==> config.mk <==
export PLATFORM = sky130hd
export DESIGN_NAME = alu_multicycle_flags_flat
export DESIGN_NICKNAME = d
export VERILOG_FILES = /design/src/rtl/alu_multicycle_flags_if.sv /design/src/rtl/alu_multicycle_flags.sv /design/src/flat_wrapper.sv
export SDC_FILE = /design/constraint.sdc
export NUM_CORES = 1
export LEC_CHECK = 0
export CORE_AREA = 4 4 137 100
export DETAILED_ROUTE_END_ITERATION = 8
export DIE_AREA = 0 0 141 104
export SETUP_SLACK_MARGIN = 0.02
export SLEW_MARGIN = 30
export SYNTH_ARGS = -nofsm -noshare
export SYNTH_HDL_FRONTEND = slang
export SYNTH_SLANG_ARGS = --single-unit
==> constraint.sdc <==
create_clock -name clk -period 5.6 [get_ports clk]
set_input_delay 1.68 -clock clk [delete_from_list [all_inputs] [get_ports clk]]
set_output_delay 1.68 -clock clk [all_outputs]
set_load 0.05 [all_outputs]
==> src/rtl/alu_multicycle_flags_if.sv <==
// alu_multicycle_flags_if: operand handshake, result and status bundle for the multi-cycle ALU
interface alu_multicycle_flags_if #(parameter int W = 8);
  logic in_valid, in_ready, update_flags, out_valid, busy;
  logic [W-1:0] inp_src0, inp_src1, out_alu;
  logic [3:0] operation_select, flags_nzcv;
  modport master(output in_valid, inp_src0, inp_src1, operation_select, update_flags,
                 input in_ready, out_valid, out_alu, flags_nzcv, busy);
  modport slave(input in_valid, inp_src0, inp_src1, operation_select, update_flags,
                output in_ready, out_valid, out_alu, flags_nzcv, busy);
endinterface

==> src/rtl/alu_multicycle_flags.sv <==
// alu_multicycle_flags: handshaked ALU with registered result, NZCV register and iterative multiply
module alu_multicycle_flags #(parameter int W = 8) (
  input logic clk,
  input logic reset,
  alu_multicycle_flags_if.slave bus
);
  localparam int SHW = $clog2(W) + 1;
  localparam int CW = $clog2(W);
  localparam logic [CW-1:0] LAST = CW'(W - 1);
  typedef enum logic {IDLE, MUL} state_t;
  state_t state, state_n;
  logic [W-1:0] a, b, res, m_op, s_op, ma, mb, acc, acc_n;
  logic [CW-1:0] cnt;
  logic [3:0] op;
  logic [SHW-1:0] n;
  logic [W:0] add_r, sub_r;
  logic [2*W-1:0] shl, shr, sar;
  logic cin, c_n, v_n, accept, ms;
  assign a = bus.inp_src0;
  assign b = bus.inp_src1;
  assign op = bus.operation_select;
  assign n = bus.inp_src1[SHW-1:0];
  assign cin = bus.flags_nzcv[1];
  assign bus.in_ready = state == IDLE;
  assign bus.busy = state == MUL;
  assign accept = bus.in_valid && bus.in_ready;
  assign acc_n = acc + (mb[0] ? ma : '0);
  always_comb begin
    state_n = state;
    if (state == IDLE) state_n = (accept && op == 4'd8) ? MUL : IDLE;
    else state_n = (cnt == LAST) ? IDLE : MUL;
  end
  // ops 3/7 swap minuend and subtrahend; ops 6/7 borrow an extra 1 when Cin is clear
  always_comb begin
    m_op = op[0] ? b : a;
    s_op = op[0] ? a : b;
    add_r = {1'b0, a} + {1'b0, b} + (W+1)'(op[0] & cin);
    sub_r = {1'b0, m_op} - {1'b0, s_op} - (W+1)'(op[2] & ~cin);
    shl = {{W{1'b0}}, a} << n;
    shr = {a, {W{1'b0}}} >> n;
    sar = $signed({a, {W{1'b0}}}) >>> n;
    res = a;
    c_n = 1'b0;
    v_n = 1'b0;
    case (op)
      4'd0: res = a & b;
      4'd1: res = a ^ b;
      4'd2, 4'd3, 4'd6, 4'd7: begin
        res = sub_r[W-1:0];
        c_n = sub_r[W];
        v_n = (m_op[W-1] != s_op[W-1]) && (sub_r[W-1] == s_op[W-1]);
      end
      4'd4, 4'd5: begin
        res = add_r[W-1:0];
        c_n = add_r[W];
        v_n = (a[W-1] == b[W-1]) && (add_r[W-1] != a[W-1]);
      end
      4'd9: begin
        res = shl[W-1:0];
        c_n = n == '0 ? cin : shl[W];
        v_n = bus.flags_nzcv[0];
      end
      4'd10: begin
        res = shr[2*W-1:W];
        c_n = n == '0 ? cin : shr[W-1];
        v_n = bus.flags_nzcv[0];
      end
      4'd11: begin
        res = sar[2*W-1:W];
        c_n = n == '0 ? cin : sar[W-1];
        v_n = bus.flags_nzcv[0];
      end
      4'd12: res = a | b;
      4'd13: res = b;
      4'd14: res = a & ~b;
      4'd15: res = ~b;
      default: begin
        c_n = cin;
        v_n = bus.flags_nzcv[0];
      end
    endcase
  end
  always_ff @(posedge clk) begin
    if (reset) begin
      state <= IDLE;
      bus.out_alu <= '0;
      bus.out_valid <= 1'b0;
      bus.flags_nzcv <= '0;
      cnt <= '0;
      ma <= '0;
      mb <= '0;
      acc <= '0;
      ms <= 1'b0;
    end else begin
      state <= state_n;
      bus.out_valid <= 1'b0;
      if (state == IDLE && accept) begin
        if (op == 4'd8) begin
          ma <= a;
          mb <= b;
          acc <= '0;
          cnt <= '0;
          ms <= bus.update_flags;
        end else begin
          bus.out_alu <= res;
          bus.out_valid <= 1'b1;
          if (bus.update_flags) bus.flags_nzcv <= {res[W-1], res == '0, c_n, v_n};
        end
      end else if (state == MUL) begin
        acc <= acc_n;
        ma <= ma << 1;
        mb <= mb >> 1;
        cnt <= cnt + 1'b1;
        if (cnt == LAST) begin
          bus.out_alu <= acc_n;
          bus.out_valid <= 1'b1;
          if (ms) bus.flags_nzcv[3:2] <= {acc_n[W-1], acc_n == '0};
        end
      end
    end
  end
endmodule

==> src/flat_wrapper.sv <==
// flat-port wrapper written by rule: the top's interface ports become plain ports
module alu_multicycle_flags_flat 
#(parameter int W = 8)
  (clk, reset, bus_in_valid, bus_inp_src0, bus_inp_src1, bus_operation_select, bus_update_flags, bus_in_ready, bus_out_valid, bus_out_alu, bus_flags_nzcv, bus_busy);
  alu_multicycle_flags_if #(.W(W)) bus_i ();
  input logic clk;
  input logic reset;
  input wire logic [$bits(bus_i.in_valid)-1:0] bus_in_valid;
  input wire logic [$bits(bus_i.inp_src0)-1:0] bus_inp_src0;
  input wire logic [$bits(bus_i.inp_src1)-1:0] bus_inp_src1;
  input wire logic [$bits(bus_i.operation_select)-1:0] bus_operation_select;
  input wire logic [$bits(bus_i.update_flags)-1:0] bus_update_flags;
  output wire logic [$bits(bus_i.in_ready)-1:0] bus_in_ready;
  output wire logic [$bits(bus_i.out_valid)-1:0] bus_out_valid;
  output wire logic [$bits(bus_i.out_alu)-1:0] bus_out_alu;
  output wire logic [$bits(bus_i.flags_nzcv)-1:0] bus_flags_nzcv;
  output wire logic [$bits(bus_i.busy)-1:0] bus_busy;
  assign bus_i.in_valid = bus_in_valid;
  assign bus_i.inp_src0 = bus_inp_src0;
  assign bus_i.inp_src1 = bus_inp_src1;
  assign bus_i.operation_select = bus_operation_select;
  assign bus_i.update_flags = bus_update_flags;
  assign bus_in_ready = bus_i.in_ready;
  assign bus_out_valid = bus_i.out_valid;
  assign bus_out_alu = bus_i.out_alu;
  assign bus_flags_nzcv = bus_i.flags_nzcv;
  assign bus_busy = bus_i.busy;
  alu_multicycle_flags #(.W(W)) u_core (.clk(clk), .reset(reset), .bus(bus_i));
endmodule
==> run summary <==
At the pin with the least slew margin, the transition time is 0.791 ns. Counting every sink on the clock net gives 42. The largest fanout of any net on the critical path was 5. Yosys instantiated no cell more often than sky130_fd_sc_hd__nor2_1.

For this block, the routed nets add up to 16500 µm of wire. The wire-length estimate of the detail-placed layout is 12600 µm. The tools report the hold violation count in the final report as 0. The tools report the share of synthesized area occupied by flip-flops and latches as 17.3%. After synthesis, the mean cell area works out to 7.55 µm². Setup slack on the critical path of the routed design comes to 0.763 ns. The share of the synthesized area in the top cell type was 17.3%; the number of distinct standard cells referenced by the synthesized netlist was 82.

The number of gates resized after CTS was 0. The logs give 0 for the number of max-capacitance violations reported and 0 for the number of max-slew violations in the final report. Global routing used 22.3% of the available tracks.

Category of the most critical setup path: primary input to register. The count of vias placed by the detailed router is 5119, and the worst hold slack across all endpoints is 0.455 ns. The post-synthesis net count is 704. After clock tree synthesis, the clock-pin slew on the worst setup and hold paths is 0.06 ns. The residual overflow from global routing is 0, and the total power divided by cell area is 190 nW/µm². The proportion of register bits with asynchronous set or reset after synthesis is 0%. TritonCTS built the clock tree. Cell type contributing the most total cell area after synthesis: sky130_fd_sc_hd__dfxtp_1. The synthesized netlist occupies a cell area of 4850 µm².

In this run the critical register-to-register path is launched from u_core.bus.flags_nzcv[1]. The run gives 0 as the total of endpoints with negative setup slack in the final report. The standard-cell row count was 34; the worst-case headroom to the max-slew limit was 47.1%. For the worst setup path, the data required time is 5.80 ns. Area of the core: 12300 µm².

The die covers 14700 µm². The initial antenna violation count was 0. The leakage power summed over all cells is 0.00223 µW. VDD sags by at most 0.119 mV. The first global-routing pass estimated 26400 µm of wire.

The path class of the tightest hold or removal check is register to register. The die is 141 µm wide. In the routed design, unresolved DRC markers number 0. The iteration count of the initial detailed-routing pass was 5; the number of flip-flops and latches in the synthesized netlist was 42. For the final routed database, the setup TNS stands at 0 ns. The initial standard-cell utilization of the core was 39.6%; the post-synthesis cell count was 643. Data on the critical path arrives at its endpoint at 5.03 ns. The number of global-route vias before repair was 4712; the number of port buffers was 38. In the post-synthesis netlist, the biggest area contributors are sky130_fd_sc_hd__dfxtp_1 (17%), sky130_fd_sc_hd__ha_1 (8.2%), sky130_fd_sc_hd__nor2_1 (5.7%), sky130_fd_sc_hd__mux2i_1 (4.7%), sky130_fd_sc_hd__nand2_1 (4.6%). Number of flops mapped to enable cells by yosys: 0. The worst path needs 4.84 ns of the cycle, external delays included. Post-CTS timing repair inserted 0 buffers for setup. Compared with the post-synthesis result, the final layout area differs by 15.1%. The highest clock rate was 207 MHz; the total I/O pin count was 39.

The instance count after placement with tap cells included came out at 819. The worst setup path is captured at a register. Measured along the y axis, the die boundary spans 104 µm. The most used flip-flop cell after synthesis is sky130_fd_sc_hd__dfxtp_1.

The number of buffers on the longest clock path was 2. The worst min-delay path startpoint was u_core.bus.out_alu[1]. In this run, post-CTS hold repair placed 0 buffers. The post-placement worst setup slack was 0.495 ns; the clock skew was 0.00695 ns. Launch point of the critical path: bus_inp_src1[0]. The number of clock buffers added by TritonCTS is 5. Entering global routing, the biggest net connects 43 pins. After detailed routing, the average wire length per cell comes to 20.0 µm.

The first routing iteration left 637 violations. The flow ran to the end, and the final reports show no timing, DRC or antenna violations. The root buffer cell chosen for the clock tree is sky130_fd_sc_hd__clkbuf_16. The vias per cell came out at 6.20. The sort of element at the start of the critical path is a primary input. The logs give 1237 for the total of fill cells in the finished design and 0 for the number of routed nets with antenna violations. The total inserted antenna cells is 0, and the share of the cycle needed by the critical path after routing is 86.4%. The commonest cells after synthesis are sky130_fd_sc_hd__nor2_1 (74), sky130_fd_sc_hd__nand2_1 (59), sky130_fd_sc_hd__dfxtp_1 (42).

The non-filler instance count after layout is 826, and the number of H-tree branching levels is 2. Clock latency on the worst-skew pair, taken at its later pin, is 0.29 ns. Setup repair after global routing left no endpoint under its margin.

Share of post-route cells with drive strength above 1: 9.04%. The logs give 725 for the net count of the finished layout and 1060 µW for the total chip power. At the end of routability-driven placement, the weighted congestion stood at 1.00. For this run, the number of Yosys warnings is 0.
==> state kept, by name (all words and copies together) (netlist names) <==
name                   cells
u_core.cnt                 3
u_core.mb                  8
u_core.bus.flags_nzcv      4
u_core.ms                  1
u_core.ma                  8
u_core.acc                 8
u_core.bus.out_alu         8
u_core.bus.out_valid       1
u_core.bus.busy            1
==> worst paths after layout <==
path                                            endpoint  slack [ns]  cells past startpoint
worst max-delay path            u_core.bus.flags_nzcv[2]        0.76                     12
worst min-delay path               u_core.bus.out_alu[1]        0.45                      2
worst max register to register  u_core.bus.flags_nzcv[2]        2.57                     10
worst min register to register     u_core.bus.out_alu[1]        0.45                      2
==> power breakdown <==
part	internal, µW	leakage (µW)	switching [µW]
sequential	311	0.000342	8.42
combinational	159	0.00181	244
clock	220	0.0000829	116
total	690	0.00223	368
==> area by class of cell <==
class	count	area (µm²)	share of cell area (%)
clock buffers	6	139	2.49
clock inverters	1	30.0	0.538
inverters	26	97.6	1.75
multi-input cells	524	3690	66.1
flip-flops and latches	42	841	15.1
well taps	162	203	3.63
repair buffers	65	583	10.4
==> critical path, stage by stage <==
cell and delay [ns]:
sky130_fd_sc_hd__clkdlybuf4s50_1 0.52, sky130_fd_sc_hd__nor2b_1 0.21, sky130_fd_sc_hd__a21o_1 0.18, sky130_fd_sc_hd__fa_1 0.40, sky130_fd_sc_hd__inv_1 0.12, sky130_fd_sc_hd__ha_1 0.27
sky130_fd_sc_hd__a211oi_1 0.27, sky130_fd_sc_hd__mux2i_1 0.27, sky130_fd_sc_hd__o311ai_0 0.23, sky130_fd_sc_hd__o31ai_1 0.39, sky130_fd_sc_hd__nand3_1 0.17, sky130_fd_sc_hd__o41ai_2 0.34
==> per-stage QoR <==
stage | utilization, % | cell area [µm²]
2_1_floorplan | - | 4850
4_1_cts | 45.6 | 5580
3_5_place_dp | 44.2 | 5420
6_report | 45.6 | 5580
3_3_place_gp | 44.2 | 5420
5_1_grt | 45.6 | 5580
==> cell families (layout without fill, tap and decap cells) <==
kind of cell | Yosys count | after routing | synth area share (%)
DFF | 42 | 42 | 17.3
adders and majority gates | 37 | 37 | 10.3
buffers and inverters | 77 | 98 | 6.63
and+or+nand+nor | 262 | 262 | 28.2
AOI/OAI and AO/OA | 179 | 179 | 26.8
xor gates and xnor gates | 14 | 14 | 2.53
muxes | 32 | 32 | 8.22
==> placed cells by master (no fill, tap or decap), types with 21 or more instances in the layout <==
master	count
sky130_fd_sc_hd__inv_1	22
sky130_fd_sc_hd__clkdlybuf4s50_1	38
sky130_fd_sc_hd__nand2_1	59
sky130_fd_sc_hd__mux2i_1	23
sky130_fd_sc_hd__buf_4	27
sky130_fd_sc_hd__nor2_1	74
sky130_fd_sc_hd__ha_1	32
sky130_fd_sc_hd__dfxtp_1	42
sky130_fd_sc_hd__nor3_1	21
sky130_fd_sc_hd__a21oi_1	40
==> routing by layer <==
metal | global-route usage [%] | wire (µm) | vias up | part of all wire, %
met1 | 34.1 | 7980 | 2459 | 48
met5 | 0 | 0 | - | 0
li1 | - | - | 2434 | -
met2 | 31.3 | 6890 | 216 | 42
met4 | 2.77 | 93 | 0 | 0.56
met3 | 6.71 | 1560 | 10 | 9.4
No activity file was read; power rests on OpenSTA's default activity.
